<file path="config.mk">
export PLATFORM = sky130hd
export DESIGN_NAME = hpdcache_refill_beat_fifo
export DESIGN_NICKNAME = d
export VERILOG_FILES = /design/src/rtl/hpdcache_refill_beat_fifo.sv
export SDC_FILE = /design/constraint.sdc
export NUM_CORES = 1
export LEC_CHECK = 0
export BUFFER_PORTS_ARGS = -buffer_cell sky130_fd_sc_hd__buf_2
export CORE_ASPECT_RATIO = 0.6
export CORE_MARGIN = 1
export CORE_UTILIZATION = 52
export CTS_CLUSTER_SIZE = 25
export DETAILED_ROUTE_END_ITERATION = 10
export PLACE_DENSITY = 0.88
export REMOVE_ABC_BUFFERS = 1
export SLEW_MARGIN = 20
export SYNTH_ARGS = -nofsm -noshare
export SYNTH_HDL_FRONTEND = slang
export SYNTH_SLANG_ARGS = --single-unit
</file>
<file path="constraint.sdc">
create_clock -name clk_i -period 9.61 [get_ports clk_i]
set_input_delay 1.922 -clock clk_i [delete_from_list [all_inputs] [get_ports clk_i]]
set_output_delay 1.922 -clock clk_i [all_outputs]
set_load 0.01 [all_outputs]
</file>
<file path="src/rtl/hpdcache_refill_beat_fifo.sv">
// hpdcache_refill_beat_fifo
//
// Buffers memory read-response beats in a DEPTH-entry circular FIFO and
// presents them to the HPDcache refill handler. Each beat is tagged with its
// index within the cache line. The block also flags lines whose beat count
// disagrees with the last flag.
//
// Optional build macro: HPDCACHE_REFILL_FIFO_FEEDTHROUGH_EN
//   When defined, a beat arriving while the FIFO is empty and the refill side
//   is ready bypasses storage in the same cycle. When undefined, the FIFO has
//   a strict one-cycle push-to-pop latency and no mem_* -> refill_* path.
//
// Ports
//   clk_i, rst_i          clock, asynchronous active-high reset
//   mem_valid_i/ready_o   memory response handshake
//   mem_data_i/id_i/error_i/last_i   beat payload
//   refill_valid_o/ready_i           refill handler handshake
//   refill_data_o/id_o/error_o/last_o head beat payload
//   refill_beat_idx_o     index of the head beat within its line
//   occupancy_o           number of stored entries
//   proto_err_o           one-cycle pulse after a pop that broke the beat count
module hpdcache_refill_beat_fifo #(
    parameter int unsigned DEPTH          = 2,
    parameter int unsigned DATA_WIDTH     = 128,
    parameter int unsigned ID_WIDTH       = 4,
    parameter int unsigned BEATS_PER_LINE = 4,
    localparam int unsigned IDX_W = (BEATS_PER_LINE > 1) ? $clog2(BEATS_PER_LINE) : 1,
    localparam int unsigned OCC_W = $clog2(DEPTH + 1)
) (
    input  logic                  clk_i,
    input  logic                  rst_i,
    input  logic                  mem_valid_i,
    output logic                  mem_ready_o,
    input  logic [DATA_WIDTH-1:0] mem_data_i,
    input  logic [ID_WIDTH-1:0]   mem_id_i,
    input  logic                  mem_error_i,
    input  logic                  mem_last_i,
    output logic                  refill_valid_o,
    input  logic                  refill_ready_i,
    output logic [DATA_WIDTH-1:0] refill_data_o,
    output logic [ID_WIDTH-1:0]   refill_id_o,
    output logic                  refill_error_o,
    output logic                  refill_last_o,
    output logic [IDX_W-1:0]      refill_beat_idx_o,
    output logic [OCC_W-1:0]      occupancy_o,
    output logic                  proto_err_o
);

    localparam int unsigned PTR_W = (DEPTH > 1) ? $clog2(DEPTH) : 1;
    localparam logic [PTR_W-1:0] PTR_LAST = PTR_W'(DEPTH - 1);
    localparam logic [IDX_W-1:0] IDX_LAST = IDX_W'(BEATS_PER_LINE - 1);
    localparam logic [OCC_W-1:0] OCC_FULL = OCC_W'(DEPTH);

    logic [DATA_WIDTH-1:0] data_q  [DEPTH];
    logic [ID_WIDTH-1:0]   id_q    [DEPTH];
    logic                  error_q [DEPTH];
    logic                  last_q  [DEPTH];

    logic [PTR_W-1:0] wr_ptr_q;
    logic [PTR_W-1:0] rd_ptr_q;
    logic [OCC_W-1:0] occ_q;
    logic [IDX_W-1:0] beat_cnt_q;
    logic             proto_err_q;

    logic bypass;
    logic push;
    logic pop;
    logic pop_store;
    logic proto_viol;

    // Bypass only exists in the feedthrough build; otherwise it is tied low
    // so that no combinational path from mem_* to refill_* is created.
`ifdef HPDCACHE_REFILL_FIFO_FEEDTHROUGH_EN
    assign bypass = (occ_q == '0) && mem_valid_i && refill_ready_i;
`else
    assign bypass = 1'b0;
`endif

    assign mem_ready_o    = (occ_q != OCC_FULL);
    assign refill_valid_o = (occ_q != '0) || bypass;

    always_comb begin
        refill_data_o  = data_q[rd_ptr_q];
        refill_id_o    = id_q[rd_ptr_q];
        refill_error_o = error_q[rd_ptr_q];
        refill_last_o  = last_q[rd_ptr_q];
        if (bypass) begin
            refill_data_o  = mem_data_i;
            refill_id_o    = mem_id_i;
            refill_error_o = mem_error_i;
            refill_last_o  = mem_last_i;
        end
    end

    // A bypassed beat is delivered directly, so it neither occupies an entry
    // nor moves the read pointer; it still counts as a pop for the line
    // bookkeeping.
    assign pop       = refill_valid_o && refill_ready_i;
    assign pop_store = pop && !bypass;
    assign push      = mem_valid_i && mem_ready_o && !bypass;

    assign refill_beat_idx_o = beat_cnt_q;
    assign occupancy_o       = occ_q;
    assign proto_err_o       = proto_err_q;

    assign proto_viol = refill_last_o ? (beat_cnt_q != IDX_LAST)
                                      : (beat_cnt_q == IDX_LAST);

    // Payload storage carries no reset: contents are meaningless while empty.
    always_ff @(posedge clk_i) begin
        if (push) begin
            data_q[wr_ptr_q]  <= mem_data_i;
            id_q[wr_ptr_q]    <= mem_id_i;
            error_q[wr_ptr_q] <= mem_error_i;
            last_q[wr_ptr_q]  <= mem_last_i;
        end
    end

    always_ff @(posedge clk_i or posedge rst_i) begin
        if (rst_i) begin
            wr_ptr_q    <= '0;
            rd_ptr_q    <= '0;
            occ_q       <= '0;
            beat_cnt_q  <= '0;
            proto_err_q <= 1'b0;
        end else begin
            if (push) begin
                wr_ptr_q <= (wr_ptr_q == PTR_LAST) ? '0 : wr_ptr_q + PTR_W'(1);
            end
            if (pop_store) begin
                rd_ptr_q <= (rd_ptr_q == PTR_LAST) ? '0 : rd_ptr_q + PTR_W'(1);
            end
            if (push && !pop_store) begin
                occ_q <= occ_q + OCC_W'(1);
            end else if (!push && pop_store) begin
                occ_q <= occ_q - OCC_W'(1);
            end

            if (pop) begin
                if (refill_last_o || (beat_cnt_q == IDX_LAST)) begin
                    beat_cnt_q <= '0;
                end else begin
                    beat_cnt_q <= beat_cnt_q + IDX_W'(1);
                end
            end
            proto_err_q <= pop && proto_viol;
        end
    end

endmodule

</file>
==> impl_metrics.json, run 1 <==
{
  "drt-wirelength-per-cell_um": 18.9,
  "postRouteAntennaNets": 0,
  "io_pins": 279,
  "floorplan.rows": 39,
  "grt_max_degree": 86,
  "port_buffers": 278,
  "slowest_delay_ns": 0.80,
  "ctsHtreeMaxLevel": 1,
  "grt.total_usage_pct": 18.7,
  "post-cts-setup-buffer-count": 0,
  "count_of_maximum_capacitance_violations": 0,
  "final_core_utilization_pct": 65.8,
  "detail_route.first_pass.iterations": 4,
  "fmax_achieved_mhz": 188,
  "via_count": 5181,
  "worstPathRequired_ns": 7.69,
  "routed_wl_mm": 19.4,
  "capturing_element_type_of_the_critical_path": "output port",
  "critical_path.top_delay_family": "buffers and inverters",
  "finalCritPeriodShare_pct": 55.2,
  "cpMostUsedCell": "buf_4",
  "global_route_wire_length_before_repair_mm": 29.0,
  "finalCriticalPeriod_ns": 5.31,
  "setup.worst_path.start_class": "flip-flop",
  "postSynthCellCount": 450,
  "antenna_found_initial": 1,
  "critical_path.n_buffers_inverters": 3,
  "timing_max_transition_violations_final": 0,
  "yosysUniqueCellTypes": 19,
  "synthesized_area_mm2": 0.0102,
  "gpl.final_weighted_congestion": 0.751,
  "worst_path_class_setup": "reg -> out",
  "critPathArrivalTime_ns": 3.38,
  "synth_top_flop_cell": "edfxtp_1",
  "synth_largest_type_area_fraction_pct": 78.9,
  "grt.overflow.total": 0,
  "number_of_global_route_vias_before_repair": 5261,
  "synthMostInstantiatedCell": "edfxtp_1",
  "leakagePower_nw": 4.87,
  "syn-mean-instance-area_um2": 22.7,
  "ctsHoldBuffers": 0,
  "detailedPlacementHpwl_mm": 12.9,
  "fin_skew_ns": 0.00562,
  "timing.slew.headroom_pct": 45.2,
  "final-hold-violation-count": 0,
  "synth-seq-area-share_pct": 80.6,
  "netlist_top_cells_area": "edfxtp_1 79%, mux2_2 9.4%, mux2_4 7.1%",
  "clockRootBuffer": "clkbuf_16",
  "status": "completed",
  "final_layout_size_suffix_gt1_share_pct": 59.6,
  "ys_ff_latch": 275,
  "insertion_delay_ns": 0.50,
  "drc": 0,
  "critical-path-slowest-cell": "dfrtp_4",
  "ys_top_cells_by_count": "268 x edfxtp_1, 85 x mux2_2, 48 x mux2_4, 8 x buf_2",
  "cts_buffers": 24,
  "floorplan.initialDensity_pct": 53.3,
  "synthToLayoutAreaGrowth_pct": 23.4,
  "yosysWarnings": 0,
  "clkTransAtPathRegs_ns": 0.06,
  "num-nets-final": 887,
  "vdd.ir_drop.worst_mv": 0.248,
  "powerDensity_mw_per_mm2": 301,
  "post_cts_resize_count": 0,
  "cts_max_path_buffers": 3,
  "floorplan.die.width_um": 183,
  "setup-violations-final": 0,
  "cts_tree": "built",
  "tritoncts_num_sinks": 275,
  "synth-edff-count": 268,
  "insertedDiodeCount": 0,
  "placed_cells_incl_taps": 986,
  "fin_tns_setup_ns": 0,
  "async_reset_ff_share_pct": 2.55,
  "vias_per_cell": 5.05,
  "design.die.area_mm2": 0.0202,
  "core_mm2": 0.0191,
  "crit_path_cell_trace": "buf_4 -> buf_4 -> mux2_2 -> buf_2",
  "yosys.area.top_type": "edfxtp_1",
  "max_slew.worst_pin.slew_ns": 0.822,
  "final.fill_count": 1297,
  "detailedRoute.firstIterationViolations": 322,
  "hold_path_class": "reg -> reg",
  "grt_setup_unrepaired": "no",
  "crit_fanout": 48,
  "number_of_standard_cells_in_the_layout_taps_in_and_fillers_out": 1025,
  "die_span_in_y_um": 110
}
## placed cells by master, fill, tap and decap left out, drive strengths merged
cell / netlist / routed
and3: 2 / 2
buf: 15 / 285
bufinv: 0 / 1
clkbuf: 0 / 30
clkinv: 0 / 7
clkinvlp: 0 / 1
dfrtp: 7 / 7
edfxtp: 268 / 268
ha: 3 / 3
inv: 4 / 4
mux2: 133 / 133
mux2i: 1 / 1
nand2: 4 / 4
nand2b: 2 / 2
nor2: 2 / 2
o21ai: 3 / 3
or2: 1 / 1
xnor2: 3 / 3
xor2: 2 / 2
## cell families after synthesis
logic type               count (synthesis)  synth area share [%]
buffers and inverters                   19                  1.31
AND/OR/NAND/NOR                         11                 0.528
XOR/XNOR                                 5                 0.429
multiplexers                           134                  16.6
AO/OA/AOI/OAI                            3                 0.147
adder cells (fa/ha/maj)                  3                 0.368
flip-flops                             275                  80.6
## worst min-delay path, cell delays in order, from the launching register on
cell     delay (ns)
dfrtp_1        0.38
nand2_1        0.05
o21ai_0        0.07
## report_power, final
group	internal, mW	switching (mW)
clock network	0.497	0.383
registers	1.64	0.106
logic	0.553	0.607
total	2.69	1.10
## routing by layer
metal,global-route usage [%],vias up,part of all wire [%]
li1,-,2363,-
met2,31.4,233,48
met3,6.70,24,9.9
met1,23.4,2559,40
met5,0,-,0.067
met4,4.17,2,1.4
## cell type report
class / count / area, um^2 / area share (%)
flip-flops and latches: 275 / 8230 / 65.4
multi-input cells: 156 / 1850 / 14.7
inverters: 4 / 15.0 / 0.119
clock buffers: 30 / 644 / 5.12
clock inverters: 9 / 65.1 / 0.517
repair buffers: 285 / 1450 / 11.5
well taps: 266 / 333 / 2.64
## worst paths after layout
path	slack, ns	end	cells past startpoint	startpoint
max	4.30	refill_data_o[3]	4	rd_ptr_q$_DFFE_PP0P_
min	0.54	refill_beat_idx_o[1]$_DFFE_PP0P_	2	refill_beat_idx_o[1]$_DFFE_PP0P_
max reg2reg	7.06	data_q[1][82]$_DFFE_PP_	4	occupancy_o[0]$_DFFE_PP0P_
min reg2reg	0.54	refill_beat_idx_o[1]$_DFFE_PP0P_	2	refill_beat_idx_o[1]$_DFFE_PP0P_
max in group asynchronous	8.00	rd_ptr_q$_DFFE_PP0P_	2	rst_i
min in group asynchronous	1.36	refill_beat_idx_o[0]$_DFFE_PP0P_	2	rst_i
## through the flow
stage | setup slack (ns) | hold slack [ns] | cell area, um^2 | total power [mW]
6_report | 4.30 | 0.538 | 12600 | 3.79
5_1_grt | 4.14 | 0.567 | 12600 | 3.96
2_1_floorplan | 1.40 | 0.460 | 10100 | 2.60
3_3_place_gp | 4.83 | 0.502 | 11900 | 2.91
4_1_cts | 4.26 | 0.533 | 12600 | 3.83
3_5_place_dp | 4.79 | 0.520 | 11900 | 2.94
## sequential cells by signal (all words and copies together) (netlist names)
| signal | flops |
|---|---|
| error_q | 2 |
| wr_ptr_q | 1 |
| occupancy_o | 2 |
| id_q | 8 |
| last_q | 2 |
| data_q | 256 |
| rd_ptr_q | 1 |
| refill_beat_idx_o | 2 |
| proto_err_o | 1 |
(Power assumes the default switching activity.)
==> run 2, diff against run 1 <==
==> constraint.sdc (replaced) <==
create_clock -name clk_i -period 5.4 [get_ports clk_i]
set_input_delay 1.08 -clock clk_i [delete_from_list [all_inputs] [get_ports clk_i]]
set_output_delay 1.08 -clock clk_i [all_outputs]
set_load 0.01 [all_outputs]
==> run 2 against run 1 <==
Net effect:
- non-clock buffer count fell by 2
- critical path type unchanged
- wire length rose by 2.3%
- highest routed layer unchanged
- largest power group unchanged
- cell count rose by 0.78%
- combinational power rose by 76%
- total power rose by 82%
- die area did not move
==> impl_metrics.json, run 2 (same netlist as run 1, synthesis figures left out) <==
{
  "r2r_setup_slack_ns": 3.12,
  "status": "completed",
  "reg_to_reg_end": "data_q[0][69]$_DFFE_PP_",
  "clockRootBuffer": "clkbuf_16",
  "count_of_maximum_capacitance_violations": 0,
  "rr_startpoint": "occupancy_o[0]$_DFFE_PP0P_",
  "finalCritPeriodShare_pct": 68.6,
  "io_pins": 279,
  "max_slew.worst_pin.slew_ns": 0.911,
  "slowest_delay_ns": 1.01,
  "die_span_in_y_um": 110,
  "timing_max_transition_violations_final": 0,
  "drt-wirelength-per-cell_um": 19.2,
  "gpl.final_weighted_congestion": 0.760,
  "number_of_standard_cells_in_the_layout_taps_in_and_fillers_out": 1033,
  "setup.worst_path.start_class": "flip-flop",
  "floorplan.rows": 39,
  "fmax_achieved_mhz": 270,
  "port_buffers": 278,
  "synthToLayoutAreaGrowth_pct": 24.6,
  "worst_path_class_setup": "reg -> out",
  "floorplan.die.width_um": 183,
  "clkTransAtPathRegs_ns": 0.07,
  "drc": 0,
  "hold_path_class": "in -> async",
  "core_mm2": 0.0191,
  "antenna_found_initial": 4,
  "ctsHtreeMaxLevel": 1,
  "setup-violations-final": 0,
  "worstPathRequired_ns": 4.32,
  "critical-path-slowest-cell": "dfrtp_4",
  "whs_ns": 0.487,
  "vdd.ir_drop.worst_mv": 0.457,
  "cts_tree": "built",
  "ctsHoldBuffers": 0,
  "insertion_delay_ns": 0.51,
  "floorplan.initialDensity_pct": 53.3,
  "critPathArrivalTime_ns": 2.63,
  "worst-r2r-cell-count": 4,
  "finalCriticalPeriod_ns": 3.71,
  "cts_max_path_buffers": 3,
  "detailedPlacementHpwl_mm": 13.1,
  "crit_fanout": 64,
  "largest-register": "data_q",
  "grt.total_usage_pct": 19.1,
  "detailedRoute.firstIterationViolations": 298,
  "number_of_global_route_vias_before_repair": 5310,
  "totalPowerFinal_mw": 6.89,
  "vias_per_cell": 5.00,
  "tritoncts_num_sinks": 275,
  "routed_wl_mm": 19.9,
  "crit_path_cell_trace": "buf_4 -> mux2_2 -> buf_2",
  "postRouteAntennaNets": 0,
  "powerDensity_mw_per_mm2": 542,
  "grt.overflow.total": 0,
  "fin_skew_ns": 0.0120,
  "grt_setup_unrepaired": "no",
  "final-hold-violation-count": 0,
  "placed_cells_incl_taps": 984,
  "layout_commonest_cell": "buf_2",
  "grt_max_degree": 82,
  "timing.slew.headroom_pct": 39.3,
  "post-cts-setup-buffer-count": 0,
  "final_layout_size_suffix_gt1_share_pct": 60.9,
  "regs_by_ff_count": "data_q: 256 flops, id_q: 8 flops",
  "num-nets-final": 886,
  "detail_route.first_pass.iterations": 4,
  "final_cell_mix": "278 x buf_2, 268 x edfxtp_1, 85 x mux2_2",
  "post_cts_resize_count": 0,
  "max_reg_flops": 256,
  "leakagePower_nw": 4.92,
  "global_route_wire_length_before_repair_mm": 29.2,
  "design.die.area_mm2": 0.0202,
  "cts_buffers": 25,
  "capturing_element_type_of_the_critical_path": "output port",
  "via_count": 5160
}
==> run 2: changes by cell type in the layout (fill, tap and decap cells not counted), moves of 2 or more <==
| cell | delta |
|---|---|
| buf_12 | +3 |
| buf_4 | -4 |
| clkinv_1 | -4 |
| clkbuf_1 | -4 |
| diode_2 | +3 |
| clkinv_2 | +9 |
| clkinvlp_4 | +2 |
==> run 2: power by group <==
group / leakage (nW) / switching (mW) / total, mW / internal (mW)
Combinational: 1.95 / 1.04 / 2.04 / 0.998
Clock: 0.396 / 0.751 / 1.70 / 0.954
Sequential: 2.57 / 0.231 / 3.15 / 2.92
==> run 2: area by class of cell <==
class                      count  area [um^2]
timing repair buffer         283         1470
antenna                        3         7.51
inverter                       4         15.0
fill                        1278         6420
clock inverter                20          174
tap                          266          333
sequential                   275         8230
clock buffer                  26          629
multi-input combinational    156         1850
==> run 2: metal layers <==
metal | vias to the layer above | global-route usage, % | wire, um
li1 | 2378 | - | -
met1 | 2514 | 23.3 | 7960
met2 | 238 | 32.7 | 9600
met3 | 26 | 6.96 | 1970
met4 | 4 | 3.67 | 312
met5 | - | 0 | 21
==> run 2: worst max path at each step <==
stage,slack (ns),to,from
after floorplan,-1.97,data_q[0][0]$_DFFE_PP_,mem_valid_i
after global placement,2.26,refill_data_o[24],rd_ptr_q$_DFFE_PP0P_
after detailed placement,2.24,refill_data_o[1],rd_ptr_q$_DFFE_PP0P_
after CTS,1.68,refill_data_o[1],rd_ptr_q$_DFFE_PP0P_
after global routing,1.57,refill_data_o[24],rd_ptr_q$_DFFE_PP0P_
final,1.69,refill_data_o[1],rd_ptr_q$_DFFE_PP0P_
==> run 2: per-stage QoR <==
step | instance area, um^2 | setup TNS [ns] | setup slack, ns | utilization (%)
floorplan | 10100 | -263.50 | -1.97 | -
global placement | 11900 | 0 | 2.26 | 62.2
detailed placement | 11900 | 0 | 2.24 | 62.2
CTS | 12700 | 0 | 1.68 | 66.4
global route | 12700 | 0 | 1.57 | 66.4
finish | 12700 | 0 | 1.69 | 66.4
==> run 2: worst max-delay path: cells and delay by family, from the launching register on <==
kind | cells | cell delay, ns
DFF | 1 | 1.01
buffers and inverters | 2 | 0.65
muxes | 1 | 0.39
==> run 3, diff against run 2 <==
--- a/config.mk
+++ b/config.mk
@@ -5,13 +5,14 @@
 export SDC_FILE = /design/constraint.sdc
 export NUM_CORES = 1
 export LEC_CHECK = 0
+export ABC_AREA = 1
 export BUFFER_PORTS_ARGS = -buffer_cell sky130_fd_sc_hd__buf_2
 export CORE_ASPECT_RATIO = 0.6
 export CORE_MARGIN = 1
-export CORE_UTILIZATION = 52
+export CORE_UTILIZATION = 47
 export CTS_CLUSTER_SIZE = 25
 export DETAILED_ROUTE_END_ITERATION = 10
-export PLACE_DENSITY = 0.88
+export PLACE_DENSITY = 0.85
 export REMOVE_ABC_BUFFERS = 1
 export SLEW_MARGIN = 20
 export SYNTH_ARGS = -nofsm -noshare
==> constraint.sdc (replaced) <==
create_clock -name clk_i -period 3 [get_ports clk_i]
set_input_delay 0.6 -clock clk_i [delete_from_list [all_inputs] [get_ports clk_i]]
set_output_delay 0.6 -clock clk_i [all_outputs]
set_load 0.01 [all_outputs]
==> run 3 against run 2 <==
Net effect:
- critical path depth increased by 1
- die area up 9.7%
- clock skew shrank 0.0037 ns
- combinational power grew 96%
- synthesized cell count grew 65%
- total power grew 83%
- via count up 23%
- sequential share of layout area up 0.52 points
- cell area shrank 0.80%
- wire length rose by 5.4%
- global-route usage is 1.1 points lower
- first-iteration DRC count rose by 46%
- critical endpoint is now refill_data_o[23]
- largest cell class unchanged
==> impl_metrics.json, run 3 <==
{
  "cts_tree": "built",
  "drc": 0,
  "synth_largest_type_area_fraction_pct": 79.5,
  "io_pins": 279,
  "final_core_utilization_pct": 59.8,
  "netlist_top_cells_area": "edfxtp_1 80%, nand2_1 15%, dfrtp_1 1.7%",
  "setup-violations-final": 0,
  "finalWorstSetupSlack_ns": 0.439,
  "final-hold-violation-count": 0,
  "floorplan.rows": 41,
  "final_layout_size_suffix_gt1_share_pct": 30.7,
  "detailedRoute.firstIterationViolations": 434,
  "reg_to_reg_end": "data_q[1][71]$_DFFE_PP_",
  "critPathArrivalTime_ns": 1.96,
  "synthMostInstantiatedCell": "nand2_1",
  "syn-mean-instance-area_um2": 13.6,
  "rr_startpoint": "occupancy_o[0]$_DFFE_PP0P_",
  "max_slew.worst_pin.slew_ns": 0.646,
  "yosys.area.top_type": "edfxtp_1",
  "floorplan.die.width_um": 191,
  "insertion_delay_ns": 0.51,
  "status": "completed",
  "postSynthCellCount": 744,
  "timing.slew.headroom_pct": 56.9,
  "synthToLayoutAreaGrowth_pct": 24.5,
  "design.die.area_mm2": 0.0221,
  "vias_per_cell": 4.80,
  "routed_wl_mm": 20.9,
  "cts_max_path_buffers": 3,
  "insertedDiodeCount": 0,
  "hold_path_class": "in -> async",
  "postRouteAntennaNets": 0,
  "grt.overflow.total": 0,
  "global_route_wire_length_before_repair_mm": 30.2,
  "synthesized_area_mm2": 0.0101,
  "largest-register": "data_q",
  "fmax_achieved_mhz": 391,
  "dr.max_layer_used": "met5",
  "m1_wl_mm": 8.43,
  "count_of_maximum_capacitance_violations": 0,
  "floorplan.initialDensity_pct": 48.0,
  "synth_top_flop_cell": "edfxtp_1",
  "ctsHoldBuffers": 0,
  "regs_by_ff_count": "data_q: 256 flops, id_q: 8 flops",
  "r2r_setup_slack_ns": 1.12,
  "final_cell_mix": "413 x nand2_1, 278 x buf_2, 268 x edfxtp_1",
  "yosysUniqueCellTypes": 17,
  "ys_ff_latch": 275,
  "number_of_global_route_vias_before_repair": 5875,
  "clkTransAtPathRegs_ns": 0.06,
  "fin_skew_ns": 0.00824,
  "post_cts_resize_count": 0,
  "worst-r2r-cell-count": 5,
  "leakagePower_nw": 5.45,
  "finalCritPeriodShare_pct": 85.4,
  "post-cts-setup-buffer-count": 0,
  "worst_path_class_setup": "reg -> out",
  "detailedPlacementHpwl_mm": 13.2,
  "layout_commonest_cell": "nand2_1",
  "ys_top_cells_by_count": "413 x nand2_1, 268 x edfxtp_1, 20 x buf_2, 11 x inv_1, 8 x buf_6",
  "worstPathRequired_ns": 2.40,
  "capturing_element_type_of_the_critical_path": "output port",
  "die_span_in_y_um": 116,
  "synth-edff-count": 268,
  "cts_buffers": 24,
  "via_count": 6356,
  "routed-wl-met2_mm": 9.56,
  "vdd.ir_drop.worst_mv": 0.612,
  "grt.total_usage_pct": 17.9,
  "synth-seq-area-share_pct": 81.2,
  "clockRootBuffer": "clkbuf_16",
  "async_reset_ff_share_pct": 2.55,
  "max_reg_flops": 256,
  "detail_route.first_pass.iterations": 5,
  "grt_setup_unrepaired": "no",
  "num-nets-final": 1167,
  "tritoncts_num_sinks": 275,
  "setup.worst_path.start_class": "flip-flop",
  "finalCriticalPeriod_ns": 2.56,
  "drt-wirelength-per-cell_um": 15.8,
  "ctsHtreeMaxLevel": 1,
  "gpl.final_weighted_congestion": 0.776,
  "antenna_found_initial": 4,
  "yosysWarnings": 0,
  "core_mm2": 0.0211,
  "dr_wl_met3_mm": 2.52,
  "port_buffers": 278,
  "grt_max_degree": 136,
  "powerDensity_mw_per_mm2": 1000,
  "timing_max_transition_violations_final": 0,
  "dp_slack_ns": 0.991,
  "crit_fanout": 135
}
[run 3: worst max-delay path by stage]
stage                     slack [ns]  depth (start not counted)                       start                       to
after floorplan                -3.95                          4  occupancy_o[0]$_DFFE_PP0P_   data_q[0][0]$_DFFE_PP_
after global placement          1.00                          4                 mem_valid_i  data_q[1][83]$_DFFE_PP_
after detailed placement        0.99                          5        rd_ptr_q$_DFFE_PP0P_        refill_data_o[13]
after CTS                       0.42                          5        rd_ptr_q$_DFFE_PP0P_        refill_data_o[15]
after global routing            0.34                          5        rd_ptr_q$_DFFE_PP0P_        refill_data_o[80]
final                           0.44                          4        rd_ptr_q$_DFFE_PP0P_        refill_data_o[23]
[run 3: layer usage]
| layer | GRT usage (%) | vias to the layer above |
|---|---|---|
| li1 | - | 3069 |
| met1 | 23.5 | 2919 |
| met2 | 28.7 | 327 |
| met3 | 6.57 | 33 |
| met4 | 4.18 | 8 |
| met5 | 0 | - |
[run 3: cells by family after synthesis]
kind of cell,Yosys count,synth area share [%]
compound gates,3,0.148
xor+xnor,2,0.173
fa+ha+maj,3,0.371
buf+inv,41,2.42
flops,275,81.2
simple gates,420,15.6
[run 3: power breakdown]
group	switching, mW	leakage (nW)	internal, mW	total [mW]
Combinational	2.70	2.48	1.30	4.00
Clock	1.26	0.391	1.88	3.14
Sequential	0.230	2.58	5.25	5.48
Total	4.19	5.45	8.43	12.6
[run 3: final cells by class]
cell class                      count  area, um^2
Sequential cell                   275        8230
Timing Repair Buffer              285        1510
Clock inverter                      9         143
Inverter                           12        47.5
Tap cell                          279         349
Fill cell                        1568        8480
Clock buffer                       35         663
Multi-Input combinational cell    428        1670
[run 3: stage by stage]
step	cells	total power [mW]	instance area, um^2	setup TNS (ns)	hold slack, ns
global placement	1279	9.46	11800	0	0.519
finish	1323	12.6	12600	0	0.0295
detailed placement	1279	9.57	11800	0	0.520
global route	1323	13.3	12600	0	0.0410
floorplan	715	7.90	9920	-1224.69	0.403
CTS	1323	12.7	12600	0	0.0147
[run 3: critical path, cell delays in order (launching register included)]
cell	delay (ns)
dfrtp_4	0.44
buf_12	0.45
nand2_1	0.15
nand2_1	0.15
buf_2	0.15
